## src/rtl/seg7_scan_ctrl.sv

```systemverilog
// Four-digit common-anode seven-segment scan controller.
// Tear-free frame latching, leading-zero blanking and per-slot guard.
module seg7_scan_ctrl #(
  parameter int TICKS    = 100000,
  parameter int GUARD    = 1000,
  parameter bit BLANK_LZ = 1'b1
) (
  input  logic        clk,
  input  logic        reset,
  input  logic        en,
  input  logic [15:0] value,
  input  logic        load,
  output logic [3:0]  AN,
  output logic [6:0]  SEG,
  output logic        frame_start
);

  localparam int CW = $clog2(TICKS);
  localparam logic [CW-1:0] LAST = CW'(TICKS - 1);
  localparam logic [CW-1:0] GRD  = CW'(GUARD);

  logic [CW-1:0] cnt_q, cnt_d;
  logic [1:0]    idx_q, idx_d;
  logic [15:0]   pending_q, pending_d;
  logic [15:0]   shown_q, shown_d;
  logic [3:0]    an_q, an_d;
  logic [6:0]    seg_q, seg_d;
  logic          fs_q, fs_d;

  logic          wrap;
  logic [3:0]    nib;

  function automatic logic [6:0] glyph(
    input logic [3:0] h
  );
    logic [6:0] g;
    case (h)
      4'h0:    g = 7'b1000000;
      4'h1:    g = 7'b1111001;
      4'h2:    g = 7'b0100100;
      4'h3:    g = 7'b0110000;
      4'h4:    g = 7'b0011001;
      4'h5:    g = 7'b0010010;
      4'h6:    g = 7'b0000010;
      4'h7:    g = 7'b1111000;
      4'h8:    g = 7'b0000000;
      4'h9:    g = 7'b0010000;
      4'hA:    g = 7'b0001000;
      4'hB:    g = 7'b0000011;
      4'hC:    g = 7'b1000110;
      4'hD:    g = 7'b0100001;
      4'hE:    g = 7'b0000110;
      default: g = 7'b0001110;
    endcase
    return g;
  endfunction

  // Digit k is lit only if some digit at or above k is non-zero.
  function automatic logic visible(
    input logic [1:0]  i,
    input logic [15:0] v
  );
    logic vis;
    if (!BLANK_LZ) begin
      vis = 1'b1;
    end else begin
      case (i)
        2'd0:    vis = 1'b1;
        2'd1:    vis = |v[15:4];
        2'd2:    vis = |v[15:8];
        default: vis = |v[15:12];
      endcase
    end
    return vis;
  endfunction

  always_comb begin
    cnt_d     = cnt_q;
    idx_d     = idx_q;
    pending_d = pending_q;
    shown_d   = shown_q;
    fs_d      = 1'b0;
    an_d      = 4'hF;
    seg_d     = 7'h7F;
    wrap      = (cnt_q == LAST);
    nib       = 4'h0;

    if (load) begin
      pending_d = value;
    end

    if (!en) begin
      cnt_d   = '0;
      idx_d   = 2'd0;
      shown_d = pending_d;
    end else begin
      cnt_d = wrap ? '0 : cnt_q + 1'b1;
      if (wrap) begin
        idx_d = idx_q + 2'd1;
      end
      // A load on the boundary cycle lands straight in the new frame.
      if (wrap && idx_q == 2'd3) begin
        shown_d = pending_d;
        fs_d    = 1'b1;
      end
      nib = shown_d[{idx_d, 2'b00} +: 4];
      if (cnt_d >= GRD && visible(idx_d, shown_d)) begin
        an_d  = ~(4'b0001 << idx_d);
        seg_d = glyph(nib);
      end
    end
  end

  always_ff @(posedge clk) begin
    if (reset) begin
      cnt_q     <= '0;
      idx_q     <= 2'd0;
      pending_q <= 16'h0000;
      shown_q   <= 16'h0000;
      an_q      <= 4'hF;
      seg_q     <= 7'h7F;
      fs_q      <= 1'b0;
    end else begin
      cnt_q     <= cnt_d;
      idx_q     <= idx_d;
      pending_q <= pending_d;
      shown_q   <= shown_d;
      an_q      <= an_d;
      seg_q     <= seg_d;
      fs_q      <= fs_d;
    end
  end

  assign AN          = an_q;
  assign SEG         = seg_q;
  assign frame_start = fs_q;

endmodule

```

## config.mk

```make
export PLATFORM = sky130hd
export DESIGN_NAME = seg7_scan_ctrl
export DESIGN_NICKNAME = d
export VERILOG_FILES = /design/src/rtl/seg7_scan_ctrl.sv
export SDC_FILE = /design/constraint.sdc
export NUM_CORES = 1
export LEC_CHECK = 0
export BUFFER_PORTS_ARGS = -buffer_cell sky130_fd_sc_hd__buf_2
export CORE_MARGIN = 2
export CORE_UTILIZATION = 50
export DETAILED_ROUTE_END_ITERATION = 10
export GPL_TIMING_DRIVEN = 0
export HOLD_SLACK_MARGIN = 0.05
export PLACE_DENSITY = 0.72
export SYNTH_ARGS = -nofsm -noshare
export SYNTH_HDL_FRONTEND = slang
export SYNTH_SLANG_ARGS = --single-unit
```

## constraint.sdc

```tcl
create_clock -name clk -period 2.9 [get_ports clk]
set_input_delay 0.29 -clock clk [delete_from_list [all_inputs] [get_ports clk]]
set_output_delay 0.29 -clock clk [all_outputs]
set_load 0.05 [all_outputs]
```

# Yosys cells after proc, flatten, opt, wreduce, memory -nomap -nowiden
# Memories as Yosys holds them, arrays and structs flattened. A register that Yosys moved wholly into a read port is not among the register bits.
# Cells that the tools add are included.
# classes
n_addsub,2
order_cmp,1
eq_ne,4
shifts,2
n_mux,10
bitwise,3
n_reduce_logical,8
# ops
cell,count
$mux 16,4
$add 17x1->17 const B,1
$eq 17x17->1 const B,1
$ge 17x10->1 const B,1
$mux 17,1
$shiftx 16x5->4,1
$reduce_or 12->1,1
$reduce_or 8->1,1
$eq 2x2->1 const B,2
$mux 2,2
$not 4->4,1
$reduce_or 4->1,1
$shl 1x2->4 const A,1
$pmux 1 s3,1
$reduce_or 3->1,1
$add 2x1->2 const B,1
$eq 2x1->1 const B,1
$logic_and 1x1->1,2
$logic_not 2->1,1
$mux 1,2
$not 1->1,2
$reduce_or 2->1,1
# word_totals
register_bits,56
romBits,112
input_bits,20
out_inout_bits,12
word_cells,37
n_memories,1
# mem_list
name,depth,width,read_ports,rd_clocked_by_memory_dff,write_ports,line_no,text
(no name shown),16,7,1,1,0,37,case (h)

# Depth between registers and ports, before layout
# Gate-level depths: netlist (run 1).
# logic_depth
word_depth,10
depth_mapped,14
ltp_nobuf,12

# Worst setup path before layout (run 1)
# OpenSTA, ideal clock, no wires.
# synth_path
kind,reg2reg
startpoint,register cnt_q[0]
endpoint,"register seg_q[3], in the netlist SEG[3]"
setup_ps,69
arrival_ps,2726
required_time_ps,2831
path_slack_ps,106
stages_incl_launch_ff,15
path_buffers,2
synth_period_minus_slack_ps,2794
cell_sequence,dfxtp_1 > ha_1 > and4_1 > buf_2 > nand4_4 > buf_6 > and3_1 > a311oi_1 > a31oi_1 > a221o_1 > inv_1 > ha_1 > nand2_1 > and3_1 > o21ai_1
# synth_via
elab_chain_cells,10
word_cells_on_any_way,21
cone_classes,add/sub (1); order compare (1); eq/ne (3); shift (1); mux (7); bitwise (1); reduce/logical (7)
# synth_lines
item,line_no,text
start: declaration,22,"logic [CW-1:0] cnt_q, cnt_d;"
start signal: assignment,124,cnt_q <= cnt_d;
branches (longest 10 deep; another with $add 17x1->17),--,
end: declaration,27,"logic [6:0] seg_q, seg_d;"
# Parallel ways; which one is timed is not known. The select of a mux whose other input is x is not followed.
# A chain may end at the register's enable or synchronous reset.

# Worst setup path in the final report (run 1)
# layout_path
startpoint,register cnt_q[8]
endpoint,"register seg_q[6], in the netlist SEG[6]"
# The elaborated chain is that of the path after synthesis.

==> reports/metrics.csv, run 1 <==
metric;value;unit
# DRC;0;
initial core utilization;0.5165;
Post-CTS Hold Fix Bufs;0;
placed insts;477;
number of global-route vias before repair;2564;
Finished Layout Cells;502;
ant diodes;0;
area leader, netlist;dfxtp_1;
row cnt;29;
Slew @ Worst Pin;0.5304;ns
met1 Use GR;0.2905;
area share of the largest cell type after synthesis;0.3846;
critical path type;flip-flop to flip-flop;
total power;1868;uW
CORE AREA;0.006350;sq mm
largest net degree at the start of global routing;11;
flops & latches, synth;63;
clk root buf;clkbuf_8;
fillers;543;
busiest grt layer;met2;
Slowest cell on crit path;nor4b_2;
Avg Synthesized Cell Area;8.887;sq um
crit-path max cell delay;0.46;ns
post-synthesis sequential area ratio;0.3846;
GR Layer Usage met2;0.3075;
post-layout util;0.6130;
CTS max path bufs;2;
Async S/R FF share, synth;0;
leakage;0.001563;uW
Max Cap Violations;0;
clk sinks;63;
Final Hold Vio Count;0;
placer congestion estimate;0.8465;
top post-synthesis cells by count;dfxtp_1 (63), nor2_1 (63), mux2i_1 (27), nand2_1 (26);
CTS HTree Levels;3;
DRT Wirelength;7199;um
clock latency on the worst-skew pair;0.35;ns
DRT iter0 DRCs;148;
Cell Chain, Critical Path;nor4b_2 > and4_4 > buf_6 > nand2_4 > mux4_2 > a21oi_4 > nand3_4 > inv_4 > buf_4 > ha_1 > mux2i_1 > o221ai_1;
Die Span X;84.99;um
worst hold path type;input port to flip-flop;
CTS tree;yes;
skew final;0.009544;ns
post-synthesis cell count;369;
max-slew violations;0;
Worst Path Arrival;3.05;ns
Worst setup EP type;flip-flop;
First-pass DRT Iterations;6;
EDFF count, synth;0;
Multi-input gate area;0.001908;sq mm
Peak supply drop;360.2;uV
placed cell areas;0.003531;sq mm
grt ovf;0;
highest clock rate;359.6;MHz
initial antenna violation count;0;
ANT nets after route;0;
final setup fails;0;
Via density;5.576;
via count;2799;
M3 GR Usage;0.04280;
NumNets Final;448;
minimum clock period;2.781;ns
Ports;32;
Period Utilization, post-route;0.9589;
synth-to-layout area growth;18.70;%
CP Max Fanout;10;
Port Buffer Count;31;
Mapped Nets;397;
GR Util All Layers;0.2077;
status;finished, final reports clean;
headroom to the max-slew limit;0.6464;
CTS buffer count;9;
Critical Path RT;3.16;ns
Startpoint Class;flip-flop;
Yosys cell types;54;
Pwr Density;479.9;mW/mm^2
layout cells sized above 1;0.2212;
die height;84.99;um
top_reg_cell synth;dfxtp_1;
mapped cell area;0.003279;sq mm
detailed placer's ending HPWL;5111;um
first-pass GRT wire length;12000;um
Final Cell Area;0.003892;sq mm
register area;0.001269;sq mm
Die ar.;0.007222;sq mm
yosys warns;0;
Clock transition at path regs;0.07;ns
Area contributors post-synth;dfxtp_1 (38%), mux2i_1 (8.2%), nor2_1 (7.2%);
routed len/inst;14.34;um
path summary, 6_finish.rpt:
kind	from	endpoint	slack (ns)	cells past startpoint
worst max register to register	cnt_q[8]$_SDFF_PP0_	SEG[6]$_SDFF_PP1_	0.12	12
worst min-delay path	reset	pending_q[4]$_SDFF_PP0_	0.16	2
worst max-delay path	cnt_q[8]$_SDFF_PP0_	SEG[6]$_SDFF_PP1_	0.12	12
worst min register to register	cnt_q[0]$_SDFF_PP0_	cnt_q[0]$_SDFF_PP0_	0.47	1
critical path, delay by kind of cell, from the launching register on:
kind,cells,cell delay [ns]
multiplexers,2,0.45
buffers and inverters,3,0.37
AO/OA/AOI/OAI,2,0.34
AND/OR/NAND/NOR,4,0.99
flip-flops,1,0.37
adder cells (fa/ha/maj),1,0.16
final cells by class:
| cell class | instances | share of cell area |
|---|---|---|
| multi-input cells | 266 | 0.4902 |
| flip-flops and latches | 63 | 0.3259 |
| repair buffers | 41 | 0.05850 |
| clock buffers | 12 | 0.03729 |
| plain buffers | 21 | 0.03343 |
| well taps | 77 | 0.02475 |
| inverters | 18 | 0.01832 |
| clock inverters | 4 | 0.01157 |
registers in the layout (all words and copies together), names as in the netlist:
name / count
cnt_q: 17
pending_q: 16
frame_start: 1
idx_q: 2
SEG: 7
AN: 4
shown_q: 16
timing repair:
item | 4_1_cts | 5_1_grt
gates resized for setup | 9 | 18
buffers inserted | 5 | 4
pin swaps | 2 | 3
gates cloned | 0 | 1
setup endpoints to repair | 7 | 7
layer usage:
metal	wire length [um]	part of all wire	vias up
li1	-	-	1404
met1	3609	0.50	1289
met2	3114	0.43	89
met3	330	0.046	17
met4	145	0.020	0
met5	0	0	-
cells in the final DEF, fill, tap and decap left out, types with 8 or more instances in the layout:
cell type  count
nor2_1        63
a211oi_1      15
dfxtp_1       61
nand3_1       12
inv_1         13
mux2i_1       27
nor3_1         9
buf_2         36
nand2_1       26
clkbuf_8      10
clkbuf_1       8
xnor2_1       11
buf_4          9
and3_1         8
a21oi_1        9
power by group:
part	switching (uW)	internal, uW
sequential	20.4	895
clock	336	416
combinational	111	88.6
total	468	1400
per-stage QoR:
stage | setup slack, ns | hold WS, ns | setup TNS, ns
after CTS | 0.02138 | 0.1498 | 0
final | 0.1191 | 0.1555 | 0
after floorplan | 0.1058 | 0.3730 | 0
after global placement | -0.2652 | 0.4722 | -1.189
after detailed placement | -0.3059 | 0.4779 | -1.492
after global routing | -0.02068 | 0.1797 | -0.04029
logic make-up after synthesis:
kind of cell | after synthesis | share of synthesized area
fa+ha+maj | 8 | 0.03052
buf+inv | 40 | 0.05837
flops | 63 | 0.3846
simple gates | 145 | 0.2190
mux | 35 | 0.1339
xor+xnor | 18 | 0.04807
compound gates | 60 | 0.1255
No activity file was read; power rests on OpenSTA's default activity.
==> run 2, diff against run 1 <==
BUFFER_PORTS_ARGS = -buffer_cell sky130_fd_sc_hd__buf_4   (was -buffer_cell sky130_fd_sc_hd__buf_2)
==> reports/metrics.csv, run 2 (same netlist as run 1, synthesis figures left out) <==
metric;value;unit
status;finished, final reports clean;
headroom to the max-slew limit;0.6305;
CP Max Fanout;10;
routed len/inst;14.24;um
CTS HTree Levels;3;
first-pass GRT wire length;12420;um
Ports;32;
Biggest register;cnt_q;
Via density;5.669;
ant diodes;0;
max-slew violations;0;
placed insts;477;
Pwr Density;477.4;mW/mm^2
initial antenna violation count;0;
Die Span X;84.99;um
highest clock rate;364.1;MHz
layout cells sized above 1;0.2165;
GR Util All Layers;0.2147;
row cnt;29;
ANT nets after route;0;
commonest non-fill, non-tap cell in the layout;nor2_1;
die height;84.99;um
placed cell areas;0.003608;sq mm
CORE AREA;0.006350;sq mm
Final Hold Vio Count;0;
Clock transition at path regs;0.07;ns
clk root buf;clkbuf_8;
number of global-route vias before repair;2583;
CTS tree;yes;
CTS max path bufs;2;
grt ovf;0;
First-pass DRT Iterations;6;
largest net degree at the start of global routing;11;
skew final;0.008755;ns
Startpoint Class;flip-flop;
minimum clock period;2.746;ns
clock latency on the worst-skew pair;0.35;ns
Peak supply drop;323.4;uV
hold_ws;0.1406;ns
Final Cell Area;0.003919;sq mm
biggest regs;cnt_q (17), pending_q (16), shown_q (16);
leakage;0.001590;uW
Period Utilization, post-route;0.9470;
synth-to-layout area growth;19.50;%
most frequent cells in the layout;nor2_1 (63), dfxtp_1 (61), buf_4 (42);
detailed placer's ending HPWL;5242;um
max reg flops;17;
Finished Layout Cells;502;
DRT Wirelength;7150;um
Multi-input gate area;0.001861;sq mm
Port Buffer Count;31;
via count;2846;
clk sinks;63;
DRT iter0 DRCs;147;
initial core utilization;0.5165;
fillers;532;
Worst Path Arrival;3.03;ns
CTS buffer count;9;
register area;0.001269;sq mm
# DRC;0;
critical path type;flip-flop to flip-flop;
final setup fails;0;
Slew @ Worst Pin;0.5543;ns
worst hold path type;input port to flip-flop;
Worst setup EP type;flip-flop;
Max Cap Violations;0;
Die ar.;0.007222;sq mm
NumNets Final;448;
Critical Path RT;3.18;ns
placer congestion estimate;0.8278;
[run 2: what timing repair did]
action | 4_1_cts | 5_1_grt
resized for setup | 8 | 11
hold endpoints to repair | 0 | 0
setup endpoints to repair | 7 | 7
gates cloned | 0 | 0
buffers inserted | 6 | 4
hold buffers | 0 | 0
pin swaps | 2 | 2
[run 2: layer usage]
metal | vias to the layer above | global-route usage | wire (um) | part of all wire
li1 | 1408 | - | - | -
met1 | 1339 | 0.3137 | 3499 | 0.49
met2 | 82 | 0.3068 | 3120 | 0.44
met3 | 17 | 0.05447 | 371 | 0.052
met4 | 0 | 0.07648 | 159 | 0.022
met5 | - | 0 | 0 | 0
[run 2: through the flow]
step           utilization  setup WS [ns]  total power (uW)   TNS [ns]
5_1_grt             0.6171      -0.006426              1946  -0.006426
6_report            0.6171         0.1537              1871          0
4_1_cts             0.6089        0.01285              1878          0
3_5_place_dp        0.5683        -0.2819              1124     -1.283
2_1_floorplan            -         0.1058              1061          0
3_3_place_gp        0.5683        -0.2433              1118     -1.029
[run 2: area by class of cell]
class	count	area share
clock buffers	12	0.03704
inverters	18	0.01756
well taps	77	0.02458
repair buffers	41	0.07854
flip-flops and latches	63	0.3238
plain buffers	21	0.03225
clock inverters	4	0.01149
multi-input cells	266	0.4748
[run 2: where the power goes]
group	switching, uW	internal [uW]	total, uW
sequential	19.8	895	915
clock	337	417	753
combinational	110	92.2	202
[run 2: critical path, cell delays in order (launching register included)]
cell and delay [ns]:
dfxtp_4 0.37, ha_4 0.17, and4_1 0.19, buf_4 0.16, and4_1 0.20, buf_6 0.14, nand2_4 0.13, mux4_2 0.32
a21oi_2 0.16, nand3_2 0.14, inv_2 0.13, ha_1 0.27, a21oi_2 0.12, nor2_1 0.05, o21ai_1 0.12
[run 2: worst paths after layout]
path                       start                 endpoint  slack, ns  depth (start not counted)
max          cnt_q[0]$_SDFF_PP0_        SEG[3]$_SDFF_PP1_       0.15                         14
max reg2reg  cnt_q[0]$_SDFF_PP0_        SEG[3]$_SDFF_PP1_       0.15                         14
min                        reset  pending_q[4]$_SDFF_PP0_       0.14                          2
min reg2reg  cnt_q[0]$_SDFF_PP0_      cnt_q[0]$_SDFF_PP0_       0.46                          1
